[src/rtl/prog_instr_memory_pkg.sv]
// Shared processor package for the instruction memory: load FSM encoding and
// the default word returned for out-of-range fetches.
package prog_instr_memory_pkg;

  typedef enum logic [1:0] {
    ST_IDLE = 2'd0,
    ST_LOAD = 2'd1,
    ST_ERR  = 2'd2
  } load_state_e;

  localparam logic [15:0] NOP_WORD_DEF = 16'h0000;

endpackage

[src/rtl/prog_instr_memory_if.sv]
// Load-session and fetch bus of the instruction memory.
// The master side is the loader/fetcher; the slave side is the memory.
interface prog_instr_memory_if #(
  parameter int DATA_W = 16,
  parameter int ADDR_W = 32,
  parameter int DEPTH  = 256
);
  localparam int CNT_W = $clog2(DEPTH) + 1;

  logic              load_start;
  logic [ADDR_W-1:0] load_base;
  logic              load_valid;
  logic [DATA_W-1:0] load_data;
  logic              load_last;
  logic              load_ready;
  logic              load_busy;
  logic              load_done;
  logic              load_err;
  logic [CNT_W-1:0]  load_count;

  logic              fetch_en;
  logic [ADDR_W-1:0] fetch_addr;
  logic [DATA_W-1:0] fetch_data;
  logic              fetch_valid;
  logic              fetch_err;

  modport master (
    output load_start, load_base, load_valid, load_data, load_last,
    output fetch_en, fetch_addr,
    input  load_ready, load_busy, load_done, load_err, load_count,
    input  fetch_data, fetch_valid, fetch_err
  );

  modport slave (
    input  load_start, load_base, load_valid, load_data, load_last,
    input  fetch_en, fetch_addr,
    output load_ready, load_busy, load_done, load_err, load_count,
    output fetch_data, fetch_valid, fetch_err
  );
endinterface

[src/rtl/prog_instr_memory_imem_ram.sv]
// Instruction storage: one write port, one registered write-first read port.
// Only the read register is reset; the array keeps its contents across rst.
module imem_ram
  import prog_instr_memory_pkg::*;
#(
  parameter int DATA_W = 16,
  parameter int DEPTH  = 256,
  parameter int AW     = $clog2(DEPTH)
) (
  input  logic              clk,
  input  logic              rst,
  input  logic              we_i,
  input  logic [AW-1:0]     waddr_i,
  input  logic [DATA_W-1:0] wdata_i,
  input  logic              re_i,
  input  logic [AW-1:0]     raddr_i,
  output logic [DATA_W-1:0] rdata_o
);
  logic [DATA_W-1:0] mem_q [DEPTH];
  logic [DATA_W-1:0] rdata_q;

  always_ff @(posedge clk) begin
    if (we_i) mem_q[waddr_i] <= wdata_i;
  end

  // Read register holds between reads so the fetch result stays stable.
  always_ff @(posedge clk or posedge rst) begin
    if (rst) begin
      rdata_q <= '0;
    end else if (re_i) begin
      rdata_q <= (we_i && (waddr_i == raddr_i)) ? wdata_i : mem_q[raddr_i];
    end
  end

  assign rdata_o = rdata_q;
endmodule

[src/rtl/prog_instr_memory.sv]
// Program instruction memory: load-session FSM writing sequential words from a
// base address, plus a 1-cycle fetch port with out-of-range NOP substitution.
module prog_instr_memory
  import prog_instr_memory_pkg::*;
#(
  parameter int                DATA_W   = 16,
  parameter int                DEPTH    = 256,
  parameter int                ADDR_W   = 32,
  parameter logic [DATA_W-1:0] NOP_WORD = NOP_WORD_DEF
) (
  input logic               clk,
  input logic               rst,
  prog_instr_memory_if.slave bus
);
  localparam int CNT_W = $clog2(DEPTH) + 1;
  localparam int AW    = $clog2(DEPTH);

  load_state_e       state_q, state_d;
  logic [AW-1:0]     ptr_q, ptr_d;
  logic [CNT_W-1:0]  cnt_q, cnt_d;
  logic              err_q, err_d;
  logic              done_q, done_d;
  logic              fetch_vld_q;
  logic              fetch_oor_q;
  logic [DATA_W-1:0] ram_rdata;

  logic accept;
  logic base_ok;
  logic fetch_ok;

  assign base_ok  = bus.load_base  < ADDR_W'(DEPTH);
  assign fetch_ok = bus.fetch_addr < ADDR_W'(DEPTH);
  assign accept   = bus.load_valid && (state_q == ST_LOAD);

  always_ff @(posedge clk or posedge rst) begin
    if (rst) begin
      state_q <= ST_IDLE;
      ptr_q   <= '0;
      cnt_q   <= '0;
      err_q   <= 1'b0;
      done_q  <= 1'b0;
    end else begin
      state_q <= state_d;
      ptr_q   <= ptr_d;
      cnt_q   <= cnt_d;
      err_q   <= err_d;
      done_q  <= done_d;
    end
  end

  always_comb begin
    state_d = state_q;
    ptr_d   = ptr_q;
    cnt_d   = cnt_q;
    err_d   = err_q;
    done_d  = 1'b0;
    unique case (state_q)
      ST_LOAD: begin
        // load_start is deliberately not looked at while a session is open.
        if (accept) begin
          ptr_d = ptr_q + AW'(1);
          cnt_d = cnt_q + CNT_W'(1);
          if (bus.load_last) begin
            state_d = ST_IDLE;
            done_d  = 1'b1;
          end else if (ptr_q == AW'(DEPTH - 1)) begin
            state_d = ST_ERR;
            err_d   = 1'b1;
          end
        end
      end
      default: begin
        if (bus.load_start) begin
          if (base_ok) begin
            state_d = ST_LOAD;
            ptr_d   = bus.load_base[AW-1:0];
            cnt_d   = '0;
            err_d   = 1'b0;
          end else begin
            state_d = ST_ERR;
            err_d   = 1'b1;
          end
        end
      end
    endcase
  end

  // Range flag is kept alongside the read register so data holds when idle.
  always_ff @(posedge clk or posedge rst) begin
    if (rst) begin
      fetch_vld_q <= 1'b0;
      fetch_oor_q <= 1'b0;
    end else begin
      fetch_vld_q <= bus.fetch_en;
      if (bus.fetch_en) fetch_oor_q <= !fetch_ok;
    end
  end

  imem_ram #(
    .DATA_W (DATA_W),
    .DEPTH  (DEPTH),
    .AW     (AW)
  ) u_ram (
    .clk     (clk),
    .rst     (rst),
    .we_i    (accept),
    .waddr_i (ptr_q),
    .wdata_i (bus.load_data),
    .re_i    (bus.fetch_en && fetch_ok),
    .raddr_i (bus.fetch_addr[AW-1:0]),
    .rdata_o (ram_rdata)
  );

  assign bus.load_ready  = (state_q == ST_LOAD);
  assign bus.load_busy   = (state_q == ST_LOAD);
  assign bus.load_done   = done_q;
  assign bus.load_err    = err_q;
  assign bus.load_count  = cnt_q;
  assign bus.fetch_valid = fetch_vld_q;
  assign bus.fetch_err   = fetch_vld_q && fetch_oor_q;
  assign bus.fetch_data  = fetch_oor_q ? NOP_WORD : ram_rdata;
endmodule
[src/flat_wrapper.sv]
// flat-port wrapper written by rule: the top's interface ports become plain ports
module prog_instr_memory_flat import prog_instr_memory_pkg::*;
#(
  parameter int                DATA_W   = 16,
  parameter int                DEPTH    = 256,
  parameter int                ADDR_W   = 32,
  parameter logic [DATA_W-1:0] NOP_WORD = NOP_WORD_DEF
)
  (clk, rst, bus_load_start, bus_load_base, bus_load_valid, bus_load_data, bus_load_last, bus_fetch_en, bus_fetch_addr, bus_load_ready, bus_load_busy, bus_load_done, bus_load_err, bus_load_count, bus_fetch_data, bus_fetch_valid, bus_fetch_err);
  prog_instr_memory_if #(.DATA_W(DATA_W), .ADDR_W(ADDR_W), .DEPTH(DEPTH)) bus_i ();
  input logic clk;
  input logic rst;
  input wire logic [$bits(bus_i.load_start)-1:0] bus_load_start;
  input wire logic [$bits(bus_i.load_base)-1:0] bus_load_base;
  input wire logic [$bits(bus_i.load_valid)-1:0] bus_load_valid;
  input wire logic [$bits(bus_i.load_data)-1:0] bus_load_data;
  input wire logic [$bits(bus_i.load_last)-1:0] bus_load_last;
  input wire logic [$bits(bus_i.fetch_en)-1:0] bus_fetch_en;
  input wire logic [$bits(bus_i.fetch_addr)-1:0] bus_fetch_addr;
  output wire logic [$bits(bus_i.load_ready)-1:0] bus_load_ready;
  output wire logic [$bits(bus_i.load_busy)-1:0] bus_load_busy;
  output wire logic [$bits(bus_i.load_done)-1:0] bus_load_done;
  output wire logic [$bits(bus_i.load_err)-1:0] bus_load_err;
  output wire logic [$bits(bus_i.load_count)-1:0] bus_load_count;
  output wire logic [$bits(bus_i.fetch_data)-1:0] bus_fetch_data;
  output wire logic [$bits(bus_i.fetch_valid)-1:0] bus_fetch_valid;
  output wire logic [$bits(bus_i.fetch_err)-1:0] bus_fetch_err;
  assign bus_i.load_start = bus_load_start;
  assign bus_i.load_base = bus_load_base;
  assign bus_i.load_valid = bus_load_valid;
  assign bus_i.load_data = bus_load_data;
  assign bus_i.load_last = bus_load_last;
  assign bus_i.fetch_en = bus_fetch_en;
  assign bus_i.fetch_addr = bus_fetch_addr;
  assign bus_load_ready = bus_i.load_ready;
  assign bus_load_busy = bus_i.load_busy;
  assign bus_load_done = bus_i.load_done;
  assign bus_load_err = bus_i.load_err;
  assign bus_load_count = bus_i.load_count;
  assign bus_fetch_data = bus_i.fetch_data;
  assign bus_fetch_valid = bus_i.fetch_valid;
  assign bus_fetch_err = bus_i.fetch_err;
  prog_instr_memory #(.DATA_W(DATA_W), .DEPTH(DEPTH), .ADDR_W(ADDR_W), .NOP_WORD(NOP_WORD)) u_core (.clk(clk), .rst(rst), .bus(bus_i));
endmodule
[config.mk]
export PLATFORM = sky130hd
export DESIGN_NAME = prog_instr_memory_flat
export DESIGN_NICKNAME = d
export VERILOG_FILES = /design/src/rtl/prog_instr_memory_pkg.sv /design/src/rtl/prog_instr_memory_if.sv /design/src/rtl/prog_instr_memory_imem_ram.sv /design/src/rtl/prog_instr_memory.sv /design/src/flat_wrapper.sv
export SDC_FILE = /design/constraint.sdc
export NUM_CORES = 2
export LEC_CHECK = 0
export CAP_MARGIN = 20
export CORE_MARGIN = 10
export CORE_UTILIZATION = 40
export CTS_CLUSTER_DIAMETER = 60
export DETAILED_ROUTE_END_ITERATION = 16
export DONT_BUFFER_PORTS = 1
export PLACE_DENSITY = 0.57
export SLEW_MARGIN = 20
export SYNTH_ARGS = -nofsm -noshare
export SYNTH_HDL_FRONTEND = slang
export SYNTH_SLANG_ARGS = --single-unit
[constraint.sdc]
create_clock -name clk -period 2.8 [get_ports clk]
set_clock_uncertainty 0.15 [all_clocks]
set_input_delay 0.14 -clock clk [delete_from_list [all_inputs] [get_ports clk]]
set_output_delay 0.14 -clock clk [all_outputs]
set_load 0.03 [all_outputs]
Word level (Yosys, flattened, before mapping) --
Memories as Yosys holds them, arrays and structs flattened. A register that Yosys moved wholly into a read port is not among the register bits. Cells that the tools add are included.
Storage, ports and cells: register bits 23, memory bits (writable) 4096, input bits 86, logic and storage cells 53, memories 1
Memories:
- u_core.u_ram.mem_q | words 256, bits a word 16, rd ports 1, clocked after memory_dff 1, wr ports 1, line prog_instr_memory_imem_ram.sv:19 | logic [DATA_W-1:0] mem_q [DEPTH];
Cells by class: add/subtract/negate cells 2, order comparisons 2, eq/ne operators 6, mux-type cells 26, reductions and logical operators 9
Operator list (count):
- $lt 32x9->1 const B | 2
- $mux 9 | 4
- $mux 8 | 4
- $mux 16 | 1
- $mux 2 | 6
- $mux 1 | 11
- $add 9x1->9 const B | 1
- $add 8x1->8 const B | 1
- $eq 8x8->1 const B | 1
- $reduce_and 3->1 | 2
- $ne 2x1->1 const B | 2
- $reduce_and 4->1 | 1
- $reduce_bool 2->1 | 2
- $logic_and 1x1->1 | 3
- $ne 3x2->1 const B | 1
- $eq 2x1->1 const B | 1
- $ne 2x2->1 const B | 1
- $logic_not 1->1 | 1

Logic depth before layout (Yosys ltp) --
depth in word-level cells 5, depth in mapped cells 12

By module --
A second synthesis with hierarchy kept.
Second synthesis, totals: cells, all modules 7564, area, all modules 159244.0 um^2
Modules (own cells, without submodules):
- imem_ram | instances 1, cells each 7401, area an instance 157817.6 um^2, sequential area each 123398.3 um^2
- prog_instr_memory | instances 1, cells each 163, area an instance 1426.4 um^2, sequential area each 575.6 um^2

Worst setup path before layout --
OpenSTA, ideal clock, no wires.
path kind flip-flop to flip-flop, start point reg u_core.state_q[1], end point mem u_core.u_ram.mem_q[146][0] (enable), setup time 409 ps, arrival 2498 ps, path slack -257 ps, stages on the path, launching flop included 7, buffers on the path 2, period minus slack after synthesis 3057 ps, path through dfrtp_1 > and3b_1 > clkbuf_1 > clkbuf_1 > and3_1 > nand2_1 > nor3_1
Between the ends: word-level cells in the longest chain between the ends 4
Ends and longest elaborated chain:
- start: declaration | line prog_instr_memory.sv:18 | load_state_e state_q, state_d;
- start signal: assignment | line prog_instr_memory.sv:43 | state_q <= state_d;
- $eq 2x1->1 | line prog_instr_memory.sv:33 | assign accept = bus.load_valid && (state_q == ST_LOAD);
- $logic_and 1x1->1 | line prog_instr_memory.sv:33
- $mux 1 | line prog_instr_memory_imem_ram.sv:23 | if (we_i) mem_q[waddr_i] <= wdata_i;
- $mux 1 (not written as such) | line prog_instr_memory_imem_ram.sv:23
- end: declaration | line prog_instr_memory_imem_ram.sv:19
Every way passes these cells.

Worst setup path after layout --
start point in bus_fetch_addr[1], end point reg u_core.u_ram.rdata_q[3] (netlist: u_core.u_ram.rdata_o[3]) (read register of u_core.u_ram.mem_q)
Between the ends: word-level cells in the longest chain between the ends 2
Ends and longest elaborated chain:
- start: declaration | line flat_wrapper.sv:19 | input wire logic [$bits(bus_i.fetch_addr)-1:0] bus_fetch_addr;
- $lt 32x9->1 | line prog_instr_memory.sv:32 | assign fetch_ok = bus.fetch_addr < ADDR_W'(DEPTH);
- $logic_and 1x1->1 | line prog_instr_memory.sv:109 | .re_i (bus.fetch_en && fetch_ok),
- end: declaration | line prog_instr_memory_imem_ram.sv:20 | logic [DATA_W-1:0] rdata_q;
Several ways; a longest one is shown, not always the timed one. A chain may end at the register's enable or synchronous reset.

==> key figures <==
Finish
  – Share of cells above drive strength 1: 26.58%
  – Register area: 0.1240 mm²
  – Final Net Count: 8480
  – Synthesis-to-finish area growth: 18.16%
  – Filler cell count: 32510
  – Post-route cell area: 0.1890 mm²
  – Multi-input logic area: 0.03387 mm²

Worst setup path
  – CP Class: primary input to flop
  – Max incr delay on CP: 0.49 ns
  – Worst path required time: 3.49 ns
  – Slowest CP cell: a211oi_1
  – CP most frequent cell: buf_16
  – FF-to-FF path depth: 11
  – Crit path max fanout: 156
  – Worst path cell trace: buf_16, buf_16, buf_16, mux4_2, nor2b_1, a211oi_1, buf_4, a211oi_1, nor3_1, o21ai_1
  – Setup crit end kind: flop
  – CP arrival: 3.57 ns
  – Startpoint types: primary input
  – R2R Path Start: u_core.state_q[1]
  – Crit Reg-Reg Endpoint: u_core.u_ram.rdata_o[12]
  – R2r setup slk: -0.06 ns

Power and ir drop
  – Psw: 26.99 mW
  – PwrDens: 686.5 mW/mm²
  – Combinational Power Share: 4.2%
  – Cell internal pwr: 102.7 mW
  – Power, Total: 129.7 mW
  – VDD IR-drop max: 0.0006373 V
  – Seq pwr share: 52.5%
  – Clock group share of total power: 43.3%
  – Switching share of power: 20.81%
  – LEAKAGE: 60.84 nW

Clock network
  – CTS root buffer: clkbuf_16
  – CTS clk-pin slew, worst paths: 0.06 ns
  – Clock tree buffer depth: 4
  – Clock Sinks: 4135
  – TritonCTS clock tree: built
  – Clock latency on the worst-skew pair: 0.98 ns
  – CTS Buf Count: 431
  – # H-tree levels: 5

Logic synthesis
  – Synthesized-area fraction occupied by adder cells: 0.03911%
  – Post-synth EDFFs: 4096
  – Yosys reg bits: 4135
  – Post-Synthesis Cells: 7535
  – Synth async-reset ratio: 0.9432%
  – Simple-gate area share of the yosys netlist: 2.425%
  – Leading area contributor after synthesis: edfxtp_1
  – Dominant synthesized flop cell: edfxtp_1
  – Mean Syn Cell Area: 21.23 µm²
  – Count leader, synth: edfxtp_1
  – Compound-Gate Fraction of Synth Area: 3.133%
  – Synth unique cells: 67
  – Cell Area, Synth: 0.1599 mm²
  – Mux cell area share after synthesis: 15.17%
  – Synth top area share: 76.90%
  – Top post-synthesis cells by area: edfxtp_1 (77%), mux4_2 (11%), mux2i_1 (3.8%)
  – XOR/XNOR Fraction of Synth Area: 0.07119%
  – Largest family of logic cells by synthesized area: multiplexers
  – Syn Nets: 7626
  – Sequential-to-total area share from yosys stat: 77.51%
  – Synth warn: 0
  – Synth top cells by count: edfxtp_1 (4096), mux4_2 (788), mux2i_1 (615)

STA
  – Finish-stage setup viols: 10
  – Final hold viol count: 3748
  – Final period util: 102.9%
  – Unrepaired setup endpoints after global routing: yes
  – Worst slew pin tran: 1.340 ns
  – Slew Viols, Final: 0
  – Minimum clock period: 2.882 ns
  – PnR worst setup slack: -0.08163 ns
  – Fmax achieved: 0.3470 GHz
  – Slew margin rel.: 10.69%
  – WHS: -0.8521 ns

Detailed routing
  – Via/cell ratio: 5.835
  – Antenna Nets Post-Route: 0
  – Final wirelength: 449000 µm
  – Vias: 81810
  – Pre-antenna DRT Iters: 5
  – DR iter-0 viols: 10610
  – Wire length per cell: 32.02 µm
  – DRC violations left: 0

Floorplanning
  – Die area: 0.4256 mm²
  – Die H: 652.3 µm
  – Std-Cell Rows: 232
  – Core box area: 0.3988 mm²
  – Die width: 652.3 µm
  – IO Count: 117
  – Initial core utilization: 40.10%

Run status
  – Outcome: finished, violations left
  – Failing checks: hold timing, setup timing

Worst hold path
  – Worst Hold Endpoint: u_core.u_ram.mem_q[22][5]
  – Worst Hold Depth: 0
  – Hold Crit Start: bus_load_data[5]
  – Hold Crit Class: primary input to flop

Global routing
  – Largest net degree at the start of global routing: 258
  – GR Overflow Total: 0
  – GRT Total Usage: 20.50%
  – Initial antenna violation count: 39
  – Met1 usage: 29.14%
  – Vias in the first global route: 81570
  – Top Usage Layer GRT: met2
  – Met2 Usage GRT: 32.81%
  – Met3 Resource Use GR: 3.694%
  – First-pass GRT wire length: 631400 µm

Placement
  – DP Wirelength: 242700 µm
  – Routability cong.: 0.8175
  – Port Buffers: 0
  – Placed Area: 0.1730 mm²
  – Placement Setup Slack: -2.868 ns

Flow run
  – Max_cap viols: 0
## sequential cells by signal (all words and copies together) (netlist names)
register,count
u_core.u_ram.mem_q,4096
u_core.u_ram.rdata_o,16
u_core.bus.load_count,9
u_core.ptr_q,8
u_core.state_q,2
u_core.bus.fetch_valid,1
u_core.bus.load_done,1
u_core.bus.load_err,1
u_core.fetch_oor_q,1
## logic make-up (layout without fill, tap and decap cells)
| kind of cell | Yosys count | in the layout |
|---|---|---|
| muxes | 1435 | 1435 |
| DFF | 4135 | 4135 |
| adders and majority gates | 5 | 5 |
| xor gates and xnor gates | 13 | 13 |
| and+or+nand+nor | 782 | 782 |
| AOI/OAI and AO/OA | 709 | 709 |
| other | 0 | 16 |
| buffers and inverters | 456 | 1661 |
## through the flow
step                cells  utilization, %  setup TNS [ns]
floorplan            7535               -               0
global placement    13090           43.31          -43.69
detailed placement  13100           43.37          -43.50
CTS                 14000           47.31       -0.007010
global route        14010           47.37         -0.5731
finish              14020           47.38         -0.3968
## metal layers
metal | vias to the layer above | wire, µm | share of wire (%)
li1 | 33420 | - | -
met1 | 44070 | 184400 | 41
met2 | 3596 | 213600 | 48
met3 | 702 | 37450 | 8.3
met4 | 18 | 13330 | 3.0
met5 | - | 116 | 0.026
## placed cells by master (no fill, tap or decap), types with 20 or more instances in the layout
cell	n
nor2_2	24
a21oi_1	81
o22ai_1	50
o211ai_1	20
and3_1	35
clkbuf_16	439
buf_12	224
dfrtp_1	37
nor2b_1	81
clkinv_1	91
mux2i_1	615
bufbuf_16	21
clkbuf_1	86
buf_4	510
a22oi_1	351
nand2_1	94
nor3_1	29
o21ai_0	22
buf_16	28
clkinv_2	80
edfxtp_1	4096
mux2_2	32
a211oi_1	58
nand4_1	69
o21ai_1	32
bufinv_16	39
nor2_1	285
mux4_2	788
dlygate4sd3_1	81
nand3_1	53
## critical path, delay by kind of cell
family / cells / cell delay (ns)
and+or+nand+nor: 2 / 0.35
muxes: 1 / 0.40
buffers and inverters: 4 / 1.32
AOI/OAI and AO/OA: 3 / 0.64
## worst max path at each step
stage / startpoint / endpoint / slack [ns] / cells past startpoint
floorplan: u_core.state_q[1] / u_core.u_ram.mem_q[199][0] / 0.1 / 6
global placement: bus_fetch_addr[2] / u_core.u_ram.rdata_o[15] / -2.98 / 10
detailed placement: bus_fetch_addr[2] / u_core.u_ram.rdata_o[11] / -2.87 / 13
CTS: u_core.ptr_q[0] / u_core.u_ram.rdata_o[5] / -0.005 / 11
global route: u_core.state_q[0] / u_core.u_ram.rdata_o[12] / -0.09 / 11
finish: bus_fetch_addr[1] / u_core.u_ram.rdata_o[3] / -0.08 / 10
## power by group through the flow
| stage | logic (mW) | registers (mW) | clock network [mW] |
|---|---|---|---|
| after floorplan | 3.15 | 69.4 | 0 |
| after global placement | 4.93 | 69.4 | 0 |
| after detailed placement | 4.93 | 69.4 | 0 |
| after CTS | 5.34 | 68.1 | 57.0 |
| after global routing | 5.67 | 68.1 | 59.4 |
| final | 5.45 | 68.1 | 56.2 |
## final cells by class
| class | instances | area share, % |
|---|---|---|
| Antenna cell | 16 | 0.02119 |
| Timing Repair Buffer | 871 | 5.661 |
| Clock inverter | 257 | 1.317 |
| Sequential cell | 4135 | 65.60 |
| Inverter | 6 | 0.01390 |
| Tap cell | 5265 | 3.486 |
| Clock buffer | 527 | 5.980 |
| Multi-Input combinational cell | 2944 | 17.92 |
## repair_timing
action / CTS / global route
cloned: 25 / 3
hold buffers: 87 / 5
setup buffers: 2 / 3
pin swaps: 11 / 4
gates resized for setup: 37 / 22
endpoints found under the hold margin: 4174 / 4072
setup endpoints to repair: 16 / 44
(Power assumes the default switching activity.)
